File: src/rtl/i2s_pkg.sv
// Shared I2S definitions: FSM state encoding, channel constants and default sample width.
// Both the receiver and the transmitter use this package.
package i2s_pkg;

  localparam int DEF_WIDTH = 16;

  typedef logic [1:0] state_t;

  localparam state_t HUNT = 2'd0;
  localparam state_t SYNC = 2'd1;
  localparam state_t RUN  = 2'd2;

  localparam logic CH_LEFT  = 1'b0;
  localparam logic CH_RIGHT = 1'b1;

endpackage

File: src/rtl/i2s_rx_if.sv
// Pin-side I2S lines plus the decoded sample outputs of the receiver.
// The slave modport is the receiver; the master modport is the ADC/consumer side.
interface i2s_rx_if import i2s_pkg::*; #(
  parameter int WIDTH = DEF_WIDTH
);
  logic             i2s_bck;
  logic             i2s_lrck;
  logic             i2s_data;
  logic [WIDTH-1:0] left;
  logic [WIDTH-1:0] right;
  logic             sample_valid;
  logic             locked;

  modport master (
    output i2s_bck, i2s_lrck, i2s_data,
    input  left, right, sample_valid, locked
  );

  modport slave (
    input  i2s_bck, i2s_lrck, i2s_data,
    output left, right, sample_valid, locked
  );
endinterface

File: src/rtl/i2s_rx_sync.sv
// Multi-flop synchroniser for BCK/LRCK/DATA plus a registered BCK rising-edge strobe.
// o_lrck/o_data are the values sampled alongside the rise, valid while o_rise is high.
module i2s_rx_sync #(
  parameter int SYNC_STAGES = 2
) (
  input  logic clk,
  input  logic rst,
  input  logic i_bck,
  input  logic i_lrck,
  input  logic i_data,
  output logic o_rise,
  output logic o_lrck,
  output logic o_data
);
  logic [SYNC_STAGES-1:0] r_bck_sync;
  logic [SYNC_STAGES-1:0] r_lrck_sync;
  logic [SYNC_STAGES-1:0] r_data_sync;
  logic                   r_bck_prev;
  logic                   r_rise;
  logic                   r_lrck;
  logic                   r_data;

  always_ff @(posedge clk or posedge rst) begin
    if (rst) begin
      r_bck_sync  <= '0;
      r_lrck_sync <= '0;
      r_data_sync <= '0;
      r_bck_prev  <= 1'b0;
      r_rise      <= 1'b0;
      r_lrck      <= 1'b0;
      r_data      <= 1'b0;
    end else begin
      r_bck_sync  <= {r_bck_sync[SYNC_STAGES-2:0], i_bck};
      r_lrck_sync <= {r_lrck_sync[SYNC_STAGES-2:0], i_lrck};
      r_data_sync <= {r_data_sync[SYNC_STAGES-2:0], i_data};
      r_bck_prev  <= r_bck_sync[SYNC_STAGES-1];
      // All three lanes share the same depth, so DATA/LRCK line up with the detected rise.
      r_rise      <= r_bck_sync[SYNC_STAGES-1] & ~r_bck_prev;
      r_lrck      <= r_lrck_sync[SYNC_STAGES-1];
      r_data      <= r_data_sync[SYNC_STAGES-1];
    end
  end

  assign o_rise = r_rise;
  assign o_lrck = r_lrck;
  assign o_data = r_data;
endmodule

File: src/rtl/i2s_rx.sv
// Slave-mode Philips I2S receiver: deserialises stereo words and strobes a left/right pair.
// Optional BCK-loss watchdog is compiled in with I2S_RX_WATCHDOG_EN.
module i2s_rx import i2s_pkg::*; #(
  parameter int WIDTH       = DEF_WIDTH,
  parameter int SYNC_STAGES = 2,
  parameter int WD_CYCLES   = 4096
) (
  input logic     clk,
  input logic     rst,
  i2s_rx_if.slave i2s
);
  localparam int CNT_W = $clog2(WIDTH + 1);

  if (SYNC_STAGES < 2 || WD_CYCLES < 2) begin : g_param_check
    $error("i2s_rx: SYNC_STAGES and WD_CYCLES must both be at least 2");
  end

  logic w_rise;
  logic w_lrck;
  logic w_data;

  i2s_rx_sync #(
    .SYNC_STAGES(SYNC_STAGES)
  ) u_sync (
    .clk    (clk),
    .rst    (rst),
    .i_bck  (i2s.i2s_bck),
    .i_lrck (i2s.i2s_lrck),
    .i_data (i2s.i2s_data),
    .o_rise (w_rise),
    .o_lrck (w_lrck),
    .o_data (w_data)
  );

  // Deserialiser: one accumulator reused for every slot, handed off at each LRCK edge.
  logic [WIDTH-1:0] r_acc;
  logic [CNT_W-1:0] r_cnt;
  logic             r_lrck_prev;
  logic             r_word_vld;
  logic             r_word_ch;
  logic [WIDTH-1:0] r_word_dat;
  logic [WIDTH-1:0] w_word;
  logic             w_boundary;

  assign w_boundary = w_rise && (w_lrck != r_lrck_prev);

  always_comb begin
    w_word = r_acc;
    for (int i = 0; i < WIDTH; i++) begin
      if (r_cnt == CNT_W'(WIDTH - 1 - i)) w_word[i] = w_data;
    end
  end

  always_ff @(posedge clk or posedge rst) begin
    if (rst) begin
      r_acc       <= '0;
      r_cnt       <= '0;
      r_lrck_prev <= 1'b0;
      r_word_vld  <= 1'b0;
      r_word_ch   <= 1'b0;
      r_word_dat  <= '0;
    end else begin
      r_word_vld <= 1'b0;
      if (w_rise) begin
        r_lrck_prev <= w_lrck;
        if (w_boundary) begin
          // Philips framing: the boundary bit is the LSB of the word that is ending.
          r_word_vld <= 1'b1;
          r_word_ch  <= r_lrck_prev;
          r_word_dat <= w_word;
          r_acc      <= '0;
          r_cnt      <= '0;
        end else begin
          r_acc <= w_word;
          if (r_cnt != CNT_W'(WIDTH)) r_cnt <= r_cnt + 1'b1;
        end
      end
    end
  end

  logic w_wd_timeout;

`ifdef I2S_RX_WATCHDOG_EN
  localparam int WD_W = $clog2(WD_CYCLES);
  logic [WD_W-1:0] r_wd_cnt;

  // A rise in the timeout cycle wins: the counter restarts and no timeout is raised.
  assign w_wd_timeout = !w_rise && (r_wd_cnt == WD_W'(WD_CYCLES - 1));

  always_ff @(posedge clk or posedge rst) begin
    if (rst)               r_wd_cnt <= '0;
    else if (w_rise)       r_wd_cnt <= '0;
    else if (!w_wd_timeout) r_wd_cnt <= r_wd_cnt + 1'b1;
  end
`else
  assign w_wd_timeout = 1'b0;
`endif

  // Framing FSM.
  state_t r_state;
  state_t w_state_nxt;
  logic   w_hold_ld;
  logic   w_out_ld;
  logic   w_locked;

  always_ff @(posedge clk or posedge rst) begin
    if (rst) r_state <= HUNT;
    else     r_state <= w_state_nxt;
  end

  always_comb begin
    w_state_nxt = r_state;
    if (r_word_vld) begin
      case (r_state)
        HUNT:    w_state_nxt = SYNC;
        SYNC:    if (r_word_ch == CH_LEFT) w_state_nxt = RUN;
        default: w_state_nxt = r_state;
      endcase
    end
    if (w_wd_timeout) w_state_nxt = HUNT;
  end

  always_comb begin
    w_locked  = (r_state == RUN);
    w_hold_ld = r_word_vld && (r_word_ch == CH_LEFT) && (r_state != HUNT);
    w_out_ld  = r_word_vld && (r_word_ch == CH_RIGHT) && (r_state == RUN) && !w_wd_timeout;
  end

  // Output stage: left word waits in r_hold until its right partner completes.
  logic [WIDTH-1:0] r_hold;
  logic [WIDTH-1:0] r_left;
  logic [WIDTH-1:0] r_right;
  logic             r_valid;

  always_ff @(posedge clk or posedge rst) begin
    if (rst) begin
      r_hold  <= '0;
      r_left  <= '0;
      r_right <= '0;
      r_valid <= 1'b0;
    end else if (w_wd_timeout) begin
      r_hold  <= '0;
      r_left  <= '0;
      r_right <= '0;
      r_valid <= 1'b0;
    end else begin
      r_valid <= w_out_ld;
      if (w_hold_ld) r_hold <= r_word_dat;
      if (w_out_ld) begin
        r_left  <= r_hold;
        r_right <= r_word_dat;
      end
    end
  end

  assign i2s.left         = r_left;
  assign i2s.right        = r_right;
  assign i2s.sample_valid = r_valid;
  assign i2s.locked       = w_locked;
endmodule

File: src/flat_wrapper.sv
// flat-port wrapper written by rule: the top's interface ports become plain ports
module i2s_rx_flat import i2s_pkg::*;
#(
  parameter int WIDTH       = DEF_WIDTH,
  parameter int SYNC_STAGES = 2,
  parameter int WD_CYCLES   = 4096
)
  (clk, rst, i2s_i2s_bck, i2s_i2s_lrck, i2s_i2s_data, i2s_left, i2s_right, i2s_sample_valid, i2s_locked);
  i2s_rx_if #(.WIDTH(WIDTH)) i2s_i ();
  input logic clk;
  input logic rst;
  input wire logic [$bits(i2s_i.i2s_bck)-1:0] i2s_i2s_bck;
  input wire logic [$bits(i2s_i.i2s_lrck)-1:0] i2s_i2s_lrck;
  input wire logic [$bits(i2s_i.i2s_data)-1:0] i2s_i2s_data;
  output wire logic [$bits(i2s_i.left)-1:0] i2s_left;
  output wire logic [$bits(i2s_i.right)-1:0] i2s_right;
  output wire logic [$bits(i2s_i.sample_valid)-1:0] i2s_sample_valid;
  output wire logic [$bits(i2s_i.locked)-1:0] i2s_locked;
  assign i2s_i.i2s_bck = i2s_i2s_bck;
  assign i2s_i.i2s_lrck = i2s_i2s_lrck;
  assign i2s_i.i2s_data = i2s_i2s_data;
  assign i2s_left = i2s_i.left;
  assign i2s_right = i2s_i.right;
  assign i2s_sample_valid = i2s_i.sample_valid;
  assign i2s_locked = i2s_i.locked;
  i2s_rx #(.WIDTH(WIDTH), .SYNC_STAGES(SYNC_STAGES), .WD_CYCLES(WD_CYCLES)) u_core (.clk(clk), .rst(rst), .i2s(i2s_i));
endmodule
File: config.mk
export PLATFORM = sky130hd
export DESIGN_NAME = i2s_rx_flat
export DESIGN_NICKNAME = d
export VERILOG_FILES = /design/src/rtl/i2s_pkg.sv /design/src/rtl/i2s_rx_if.sv /design/src/rtl/i2s_rx_sync.sv /design/src/rtl/i2s_rx.sv /design/src/flat_wrapper.sv
export SDC_FILE = /design/constraint.sdc
export NUM_CORES = 1
export LEC_CHECK = 0
export BUFFER_PORTS_ARGS = -buffer_cell sky130_fd_sc_hd__buf_2
export CORE_AREA = 2 2 98 100
export CTS_CLUSTER_SIZE = 14
export DETAILED_ROUTE_END_ITERATION = 7
export DIE_AREA = 0 0 100 102
export PLACE_DENSITY_LB_ADDON = 0.12
export SYNTH_ARGS = -nofsm -noshare
export SYNTH_HDL_FRONTEND = slang
export SYNTH_SLANG_ARGS = --single-unit
File: constraint.sdc
create_clock -name clk -period 3.8 [get_ports clk]
set_input_delay 0.19 -clock clk [delete_from_list [all_inputs] [get_ports clk]]
set_output_delay 0.19 -clock clk [all_outputs]
set_load 0.05 [all_outputs]
==> metrics, run 1 <==
io pins 39; hold crit path type in -> async; vias in the first global route 2502; chip height 102 µm; Post-CTS Setup Bufs 0; Final Slew Violations 0; Clock Sink Count just over 100; routability cong. approximately 0.8; Final ANT Viol Nets 0; Main synth FF type dfrtp_1; Final setup viols 0; die area 10200 µm²; unrepaired setup endpoints after global routing no; port bufs 38; grt ovf 0; vias per inst 5.38; Avg WL per Cell 16.0 µm; largest net degree at the start of global routing 76; Max rail drop VDD 0.267 mV; setup slack after layout 1.90 ns; Clock transition at path regs 0.09 ns; Total Power 2.83 mW; Yosys reg bits 101; Post-DP Area 4510 µm²; WP data required 4.00 ns; Clk Latency, worst-skew pair 0.36 ns; pin slew with the least headroom to its limit 0.900 ns; All-Layer GR Usage 15.9%; Relative slew margins 40.0%; Post-synth EDFFs 0; H-Tree Depth 3; CP arrival 2.11 ns; fin crit period 1.90 ns; Hold WS 0.0161 ns; Core ar. between 9000 and 10000 µm²; 1st-iter DRT viols 146; cell count after synthesis 315; WS Path Type reg -> reg; CP Capture Type register; Final Hold Vio Count 0; Horiz. Die Dim 100 µm; Clock Path Buffers 2; CTS Root Cell clkbuf_8; pre-CTS setup slack between 1.5 and 2 ns; post-route clock period utilization 50.1%; number of max-cap violations 0; Syn Std Cell Area 4250 µm²; Area growth syn-to-layout 11.2%; Crit Path Max Fanout 33; register area share after synthesis 59.5%; first-pass GRT wire length roughly 13000 µm; Routed WL 7430 µm; Inserted Clock Buffers 9; final setup skew 0.00993 ns; final net count 359; via count between 2000 and 2500; initial core utilization 46.7%; post-route design area approximately 4700 µm²; Detail Placement HPWL 4580 µm; Avg Cell Area, Syn 13.5 µm²; FMAX 0.525 GHz; post-synthesis cell type count 35; residual DRC count 0; antenna cell count 0; Synth Net Count 325; YS warnings 0; share of flip-flops with an asynchronous set or reset 100%; Site Rows 35; CTS tree yes; share of layout cells above drive strength 1 about a third; fill count 799; initial antenna violation count 0; LEAKAGE 2.24 nW; post-CTS resize count 0; first drt pass iteration count 4; TNS Setup 0 ns; status complete, no violations; type of origin of the critical path register; pwr/cell area 599 nW/µm²
-- layout make-up --
cell class | count | area, µm² | area share, %
Clock buffer | 10 | 128 | 2.70
Clock inverter | 5 | 60.1 | 1.27
Inverter | 11 | 43.8 | 0.927
Multi-Input combinational cell | 181 | 1580 | 33.4
Sequential cell | 101 | 2530 | 53.5
Tap cell | 111 | 139 | 2.94
Timing Repair Buffer | 45 | 250 | 5.30
-- synth_stat cells (2+ instances only) --
| cell | n | share of area [%] |
|---|---|---|
| and3_1 | 3 | 0.44 |
| dfrtp_1 | 101 | 59 |
| and4bb_2 | 8 | 2.4 |
| nor2_1 | 2 | 0.18 |
| nor2b_1 | 2 | 0.29 |
| buf_2 | 12 | 1.4 |
| ha_1 | 5 | 1.5 |
| clkbuf_1 | 8 | 0.71 |
| o21ai_0 | 15 | 1.8 |
| nand4b_1 | 4 | 0.82 |
| a22o_1 | 13 | 2.7 |
| mux2_2 | 48 | 13 |
| mux2i_1 | 17 | 4.0 |
| o22ai_1 | 5 | 0.74 |
| nand3_1 | 2 | 0.24 |
| a21oi_1 | 35 | 4.1 |
| nor4b_2 | 3 | 1.1 |
| nand3b_1 | 2 | 0.35 |
| inv_1 | 11 | 0.97 |
| a21boi_0 | 3 | 0.53 |
| buf_6 | 2 | 0.53 |
-- layer usage --
| metal | GRT usage (%) | share of wire (%) |
|---|---|---|
| met1 | 22.8 | 51 |
| met2 | 23.9 | 45 |
| met3 | 2.87 | 2.3 |
| met4 | 6.95 | 1.6 |
| met5 | 0 | 0 |
-- cell families after synthesis --
| group | Yosys count | synth area share [%] |
|---|---|---|
| compound gates | 75 | 10.7 |
| flops | 101 | 59.5 |
| mux | 65 | 16.7 |
| simple gates | 34 | 7.65 |
| xor+xnor | 2 | 0.412 |
| fa+ha+maj | 5 | 1.47 |
| buf+inv | 33 | 3.62 |
-- registers in the layout, indices dropped and copies added (netlist names) --
signal	count
u_core.r_acc	16
u_core.u_sync.r_lrck_sync	2
u_core.r_word_dat	16
u_core.r_lrck_prev	1
u_core.u_sync.r_data_sync	2
u_core.u_sync.o_data	1
u_core.r_hold	16
u_core.r_word_ch	1
u_core.i2s.right	16
u_core.i2s.sample_valid	1
u_core.r_state	2
u_core.u_sync.o_lrck	1
u_core.i2s.left	16
u_core.r_cnt	5
u_core.u_sync.o_rise	1
u_core.u_sync.r_bck_sync	2
u_core.r_word_vld	1
u_core.u_sync.r_bck_prev	1
-- cell usage in the layout (no fill, tap or decap), types with 4 or more instances in the layout --
cell      netlist  layout
dfrtp_1       101     101
mux2_2         48      48
buf_2          12      38
a21oi_1        35      35
mux2i_1        17      17
o21ai_0        15      15
a22o_1         13      13
inv_1          11      10
clkbuf_8        0       9
and4bb_2        8       8
o22ai_1         5       5
ha_1            5       5
nand4b_1        4       4
buf_4           0       4
-- what timing repair did --
item / CTS / global route
hold buffers: 3 / 0
hold endpoints to repair: 3 / 0
setup endpoints to repair: 0 / 0
-- metrics by stage --
step                cells  utilization [%]
finish                464             51.9
global route          464             51.9
CTS                   464             51.9
detailed placement    446             49.5
global placement      446             49.5
floorplan             315                -
-- where the power goes --
part	switching [mW]	internal (mW)
logic	0.446	0.268
registers	0.153	1.30
clock network	0.359	0.304
total	0.957	1.87
-- path summary, 6_finish.rpt --
path	to	slack [ns]	start	cells past startpoint
max	u_core.r_word_dat[3]	1.90	u_core.r_lrck_prev	4
min	u_core.i2s.sample_valid	0.02	rst	2
max reg2reg	u_core.r_word_dat[3]	1.90	u_core.r_lrck_prev	4
min reg2reg	u_core.u_sync.o_lrck	0.36	u_core.u_sync.r_lrck_sync[1]	0
max in group asynchronous	u_core.r_acc[3]	2.85	rst	3
min in group clk	u_core.u_sync.o_lrck	0.36	u_core.u_sync.r_lrck_sync[1]	0
-- worst max-delay path: stages, from the launching register on --
cell     delay (ns)
dfrtp_1        0.46
xor2_2         0.17
buf_4          0.34
and2_1         0.63
a21oi_1        0.14
(Power assumes the default switching activity.)
==> run 2: changes to the inputs <==
==> constraint.sdc (replaced) <==
create_clock -name clk -period 1.8 [get_ports clk]
set_input_delay 0.09 -clock clk [delete_from_list [all_inputs] [get_ports clk]]
set_output_delay 0.09 -clock clk [all_outputs]
set_load 0.05 [all_outputs]
==> run 2 against run 1 <==
Compared with the run above: final cell count is 2.6% higher; critical endpoint is now u_core.r_acc[15]; sequential power is 110% higher; register-to-register slack got worse by 1.7 ns; power increased by 110%; worst hold slack better by 0.34 ns; critical path depth rose by 1; maximum frequency is 18% higher; sequential cell count stayed put.
==> metrics, run 2 (synthesis gave the netlist of run 1 again) <==
Layout Utilization 53.2% (was 51.9%); fill count 808 (was 799); pre-CTS setup slack 0.193 ns (was 1.85 ns); sw power 2.07 mW (was 957 µW); most common cell after layout, fill and taps aside dfrtp_1 (unchanged); Metal-1 WL 3980 µm (was 3760 µm); CP Capture Type register (unchanged); most frequent cells in the layout dfrtp_1 (101), mux2_2 (48), buf_2 (38) (unchanged); Crit Path Max Fanout 5 (was 33); Post-Layout Cell Count 476 (was 464); status complete, no violations (unchanged); antenna cell count 0 (unchanged); hold crit path type reg -> reg (was in -> async); initial antenna violation count 0 (unchanged); Post-CTS Setup Bufs 0 (unchanged); WP data required 2.05 ns (was 4.00 ns); Area growth syn-to-layout 14.1% (was 11.2%); Final Hold Vio Count 0 (unchanged); pin slew with the least headroom to its limit 0.617 ns (was 0.900 ns); final net count 370 (was 359); residual DRC count 0 (unchanged); initial core utilization 46.7% (unchanged); die area 10200 µm² (unchanged); vias in the first global route 2466 (was 2502); area occupied by multi-input gates 1580 µm² (unchanged); Clock Path Buffers 2 (unchanged); grt ovf 0 (unchanged); type of origin of the critical path register (unchanged); CP arrival 1.87 ns (was 2.11 ns); Clock transition at path regs 0.10 ns (was 0.09 ns); Clk Latency, worst-skew pair 0.36 ns (about the same); fin crit period 1.62 ns (was 1.90 ns); TNS Setup 0 ns (unchanged); P_int 4.00 mW (was 1.87 mW); 1st-iter DRT viols 128 (was 146); Relative slew margins 58.9% (was 40.0%); Comb power frac 25.4% (was 25.2%); placed cells 456 (was 446); final setup skew 0.0110 ns (was 0.00993 ns); share of power burned in registers 50.6% (was 51.4%); critical path cell sequence inv_1, ha_1, nor4b_2, o21ai_0, a22o_1 (was xor2_2, buf_4, and2_1, a21oi_1); Crit path largest cell delay 0.44 ns (was 0.63 ns); met3 routed WL 161 µm (was 173 µm); Site Rows 35 (unchanged); delay-heaviest family, CP flip-flops (was simple AND/OR/NAND/NOR gates); Max rail drop VDD 0.572 mV (was 0.267 mV); CTS tree yes (unchanged); All-Layer GR Usage 16.2% (was 15.9%); chip height 102 µm (unchanged); met2 WL 3430 µm (was 3380 µm); Clock Sink Count 101 (unchanged); largest net degree at the start of global routing 102 (was 76); post-route clock period utilization 89.9% (was 50.1%); port bufs 38 (unchanged); FF+latch area 2530 µm² (unchanged); top layer in use met4 (unchanged); io pins 39 (unchanged); WS Path Type reg -> reg (unchanged); Crit-path slowest cell dfrtp_1 (was and2_1); Final setup viols 0 (unchanged); number of max-cap violations 0 (unchanged); vias per inst 5.39 (was 5.38); LEAKAGE 2.30 nW (was 2.24 nW); Post-DP Area 4610 µm² (was 4510 µm²); routability cong. 0.759 (was 0.784); Detail Placement HPWL 4780 µm (was 4580 µm); setup slack after layout 0.181 ns (was 1.90 ns); first drt pass iteration count 4 (unchanged); Final Slew Violations 0 (unchanged); Core ar. 9110 µm² (unchanged); CTS Root Cell clkbuf_8 (unchanged); Horiz. Die Dim 100 µm (unchanged); Net Sw Frac 34.1% (was 33.8%); Avg WL per Cell 16.1 µm (was 16.0 µm); FMAX 0.618 GHz (was 0.525 GHz); Inserted Clock Buffers 9 (unchanged); post-route design area 4850 µm² (was 4720 µm²); Routed WL 7680 µm (was 7430 µm); Final ANT Viol Nets 0 (unchanged); H-Tree Depth 3 (unchanged); clock power share 24.0% (was 23.4%); via count 2566 (was 2498); WP buf/inv 1 (unchanged); unrepaired setup endpoints after global routing no (unchanged); pwr/cell area 1250 nW/µm² (was 599 nW/µm²); first-pass GRT wire length 12900 µm (was 12700 µm); share of layout cells above drive strength 1 36.2% (was 34.3%)
==> run 2: per-stage QoR <==
stage	power, mW	hold slack, ns
after floorplan	4.27	0.121
after global placement	4.63	0.200
after detailed placement	4.67	0.199
after CTS	6.14	0.354
after global routing	6.41	0.362
final	6.07	0.359
==> run 2: metal layers <==
| layer | track usage (%) | vias up |
|---|---|---|
| met1 | 24.0 | 1293 |
| met5 | 0 | - |
| met2 | 23.8 | 32 |
| met3 | 2.94 | 8 |
| met4 | 6.32 | 0 |
| li1 | - | 1233 |
==> run 2: what timing repair did <==
item | 4_1_cts | 5_1_grt
endpoints found under the hold margin | 104 | 0
hold buffers | 4 | 0
gates resized for setup | 0 | 0
==> run 2: power groups by stage <==
stage	Clock (mW)	Sequential (mW)	Combinational, mW
CTS	1.50	3.08	1.56
floorplan	0	3.46	0.803
global route	1.60	3.16	1.66
finish	1.46	3.07	1.54
detailed placement	0	3.13	1.55
global placement	0	3.11	1.52
==> run 2: final timing paths <==
kind	slack (ns)	to	depth (start not counted)	startpoint
max	0.18	u_core.r_acc[15]	5	u_core.r_cnt[0]
min	0.36	u_core.u_sync.r_bck_sync[1]	0	u_core.u_sync.r_bck_sync[0]
max reg2reg	0.18	u_core.r_acc[15]	5	u_core.r_cnt[0]
min reg2reg	0.36	u_core.u_sync.r_bck_sync[1]	0	u_core.u_sync.r_bck_sync[0]
max in group asynchronous	0.94	u_core.u_sync.r_lrck_sync[0]	4	rst
min in group asynchronous	0.41	u_core.i2s.left[8]	4	rst
==> run 2: cell type report <==
class | count | area share, %
Clock inverter | 6 | 1.50
Tap cell | 111 | 2.86
Timing Repair Buffer | 56 | 7.43
Clock buffer | 10 | 2.63
Sequential cell | 101 | 52.1
Multi-Input combinational cell | 181 | 32.5
Inverter | 11 | 0.929
==> run 3: changes to the inputs <==
--- a/config.mk
+++ b/config.mk
@@ -6,10 +6,12 @@
 export NUM_CORES = 1
 export LEC_CHECK = 0
 export BUFFER_PORTS_ARGS = -buffer_cell sky130_fd_sc_hd__buf_2
-export CORE_AREA = 2 2 98 100
+export CELL_PAD_IN_SITES_DETAIL_PLACEMENT = 1
+export CELL_PAD_IN_SITES_GLOBAL_PLACEMENT = 2
+export CORE_AREA = 2 2 105 107
 export CTS_CLUSTER_SIZE = 14
 export DETAILED_ROUTE_END_ITERATION = 7
-export DIE_AREA = 0 0 100 102
+export DIE_AREA = 0 0 107 109
 export PLACE_DENSITY_LB_ADDON = 0.12
 export SYNTH_ARGS = -nofsm -noshare
 export SYNTH_HDL_FRONTEND = slang
==> run 3 against run 2 <==
Compared with the run above: clock power decreased by 9%; setup slack got worse by 0.0076 ns; critical path depth unchanged; non-clock buffer count unchanged; final cell count increased by 6.1%; routed wire length increased by 13%; sequential power about the same; clock-buffer cell count increased by 3.
==> metrics, run 3 (synthesis gave the netlist of run 1 again) <==
residual DRC count 0 (unchanged); Total Power 5.98 mW (was 6.07 mW); r2r startpoint u_core.r_cnt[0] (unchanged); post-route design area 4890 µm² (was 4850 µm²); Detail Placement HPWL 5800 µm (was 4780 µm); port bufs 38 (unchanged); largest net degree at the start of global routing 50 (was 102); first-pass GRT wire length 14500 µm (was 12900 µm); io pins 39 (unchanged); fin crit period 1.63 ns (was 1.62 ns); Core ar. 10600 µm² (was 9110 µm²); met2 WL 4040 µm (was 3430 µm); Final ANT Viol Nets 0 (unchanged); initial core utilization 40.1% (was 46.7%); antenna cell count 0 (unchanged); All-Layer GR Usage 16.3% (was 16.2%); Clock Path Buffers 2 (unchanged); WP buf/inv 1 (unchanged); die area 11700 µm² (was 10200 µm²); placed cells 485 (was 456); final net count 370 (unchanged); most frequent cells in the layout dfrtp_1 (101), mux2_2 (48), buf_2 (38) (unchanged); fill count 1112 (was 808); FMAX 0.615 GHz (was 0.618 GHz); reg2reg end u_core.r_acc[15] (unchanged); Clock transition at path regs 0.09 ns (was 0.10 ns); delay-heaviest family, CP flip-flops (unchanged); Post-DP Area 4670 µm² (was 4610 µm²); Clock Sink Count 101 (unchanged); Area growth syn-to-layout 15.0% (was 14.1%); Final setup viols 0 (unchanged); pwr/cell area 1220 nW/µm² (was 1250 nW/µm²); Clk Latency, worst-skew pair 0.36 ns (about the same); chip height 109 µm (was 102 µm); first drt pass iteration count 4 (unchanged); Crit-path slowest cell dfrtp_1 (unchanged); setup slack after layout 0.174 ns (was 0.181 ns); Post-Layout Cell Count 505 (was 476); P_int 3.93 mW (was 4.00 mW); via count 2659 (was 2566); WS Path Type reg -> reg (unchanged); TNS Setup 0 ns (unchanged); vias per inst 5.27 (was 5.39); routability cong. 0.776 (was 0.759); vias in the first global route 2669 (was 2466); WP data required 2.06 ns (was 2.05 ns); Routed WL 8640 µm (was 7680 µm); Final Hold Vio Count 0 (unchanged); unrepaired setup endpoints after global routing no (unchanged); LEAKAGE 2.31 nW (was 2.30 nW); Inserted Clock Buffers 9 (unchanged); Net Sw Frac 34.2% (was 34.1%); Horiz. Die Dim 107 µm (was 100 µm); initial antenna violation count 0 (unchanged); pin slew with the least headroom to its limit 0.644 ns (was 0.617 ns); H-Tree Depth 3 (unchanged); Site Rows 38 (was 35); share of layout cells above drive strength 1 35.9% (was 36.2%); R2R setup slack 0.17 ns (was 0.18 ns); met3 routed WL 257 µm (was 161 µm); hold crit path type in -> async (was reg -> reg); status complete, no violations (unchanged); share of power burned in registers 51.6% (was 50.6%); Crit path largest cell delay 0.44 ns (about the same); CTS tree yes (unchanged); type of origin of the critical path register (unchanged); Final Slew Violations 0 (unchanged); Layout Utilization 46.1% (was 53.2%); top layer in use met4 (unchanged); Hold WS 0.325 ns (was 0.359 ns); most common cell after layout, fill and taps aside dfrtp_1 (unchanged); CP Capture Type register (unchanged); Metal-1 WL 4200 µm (was 3980 µm); Avg WL per Cell 17.1 µm (was 16.1 µm); CTS Root Cell clkbuf_8 (unchanged); post-route clock period utilization 90.4% (was 89.9%); final setup skew 0.00998 ns (was 0.0110 ns); Comb power frac 26.1% (was 25.4%); Crit Path Max Fanout 5 (unchanged); number of max-cap violations 0 (unchanged); clock power share 22.3% (was 24.0%); 1st-iter DRT viols 113 (was 128); Max rail drop VDD 0.529 mV (was 0.572 mV); critical path cell sequence inv_1, ha_1, nor4b_2, o21ai_0, a22o_1 (unchanged); sw power 2.05 mW (was 2.07 mW); post-CTS resize count 0 (unchanged); Relative slew margins 57.1% (was 58.9%); R2R cell count 5 (unchanged); CP arrival 1.89 ns (was 1.87 ns); grt ovf 0 (unchanged); pre-CTS setup slack 0.181 ns (was 0.193 ns)
[run 3: changes by cell type in the layout (fill, tap and decap cells not counted), moves of 2 or more]
cell / delta
buf_12: +2
clkinvlp_4: -3
clkinv_2: +2
buf_4: -2
clkbuf_8: +2
[run 3: timing repair]
action,in CTS,in global routing
endpoints found under the setup margin,0,0
hold buffers,4,0
endpoints found under the hold margin,25,0
buffers inserted,0,0
[run 3: tightest hold or removal path: cells and delay by family]
| kind | cells | cell delay (ns) |
|---|---|---|
| buffers and inverters | 3 | 1.05 |
[run 3: power groups by stage]
stage | Combinational, mW | Sequential [mW] | Clock (mW)
floorplan | 0.803 | 3.46 | 0
global placement | 1.53 | 3.11 | 0
detailed placement | 1.58 | 3.14 | 0
CTS | 1.58 | 3.10 | 1.40
global route | 1.70 | 3.16 | 1.49
finish | 1.56 | 3.08 | 1.33
[run 3: cell type report]
cell class	instances	area (µm²)	area share (%)
Multi-Input combinational cell	181	1580	32.3
Inverter	11	45.0	0.922
Clock inverter	3	18.8	0.384
Timing Repair Buffer	56	385	7.89
Tap cell	140	175	3.58
Clock buffer	13	159	3.25
Sequential cell	101	2530	51.7
[run 3: worst max path at each step]
stage,startpoint,depth (start not counted),end
floorplan,u_core.r_state[0],4,u_core.i2s.left[0]
global placement,u_core.r_cnt[0],5,u_core.r_acc[15]
detailed placement,u_core.r_cnt[0],5,u_core.r_acc[15]
CTS,u_core.r_cnt[0],5,u_core.r_acc[15]
global route,u_core.r_cnt[0],5,u_core.r_acc[15]
finish,u_core.r_cnt[0],5,u_core.r_acc[15]
[run 3: per-layer routing]
metal	up-vias	GRT usage, %
met5	-	0
met4	0	6.31
met3	12	3.59
met2	42	25.1
met1	1383	22.5
li1	1222	-
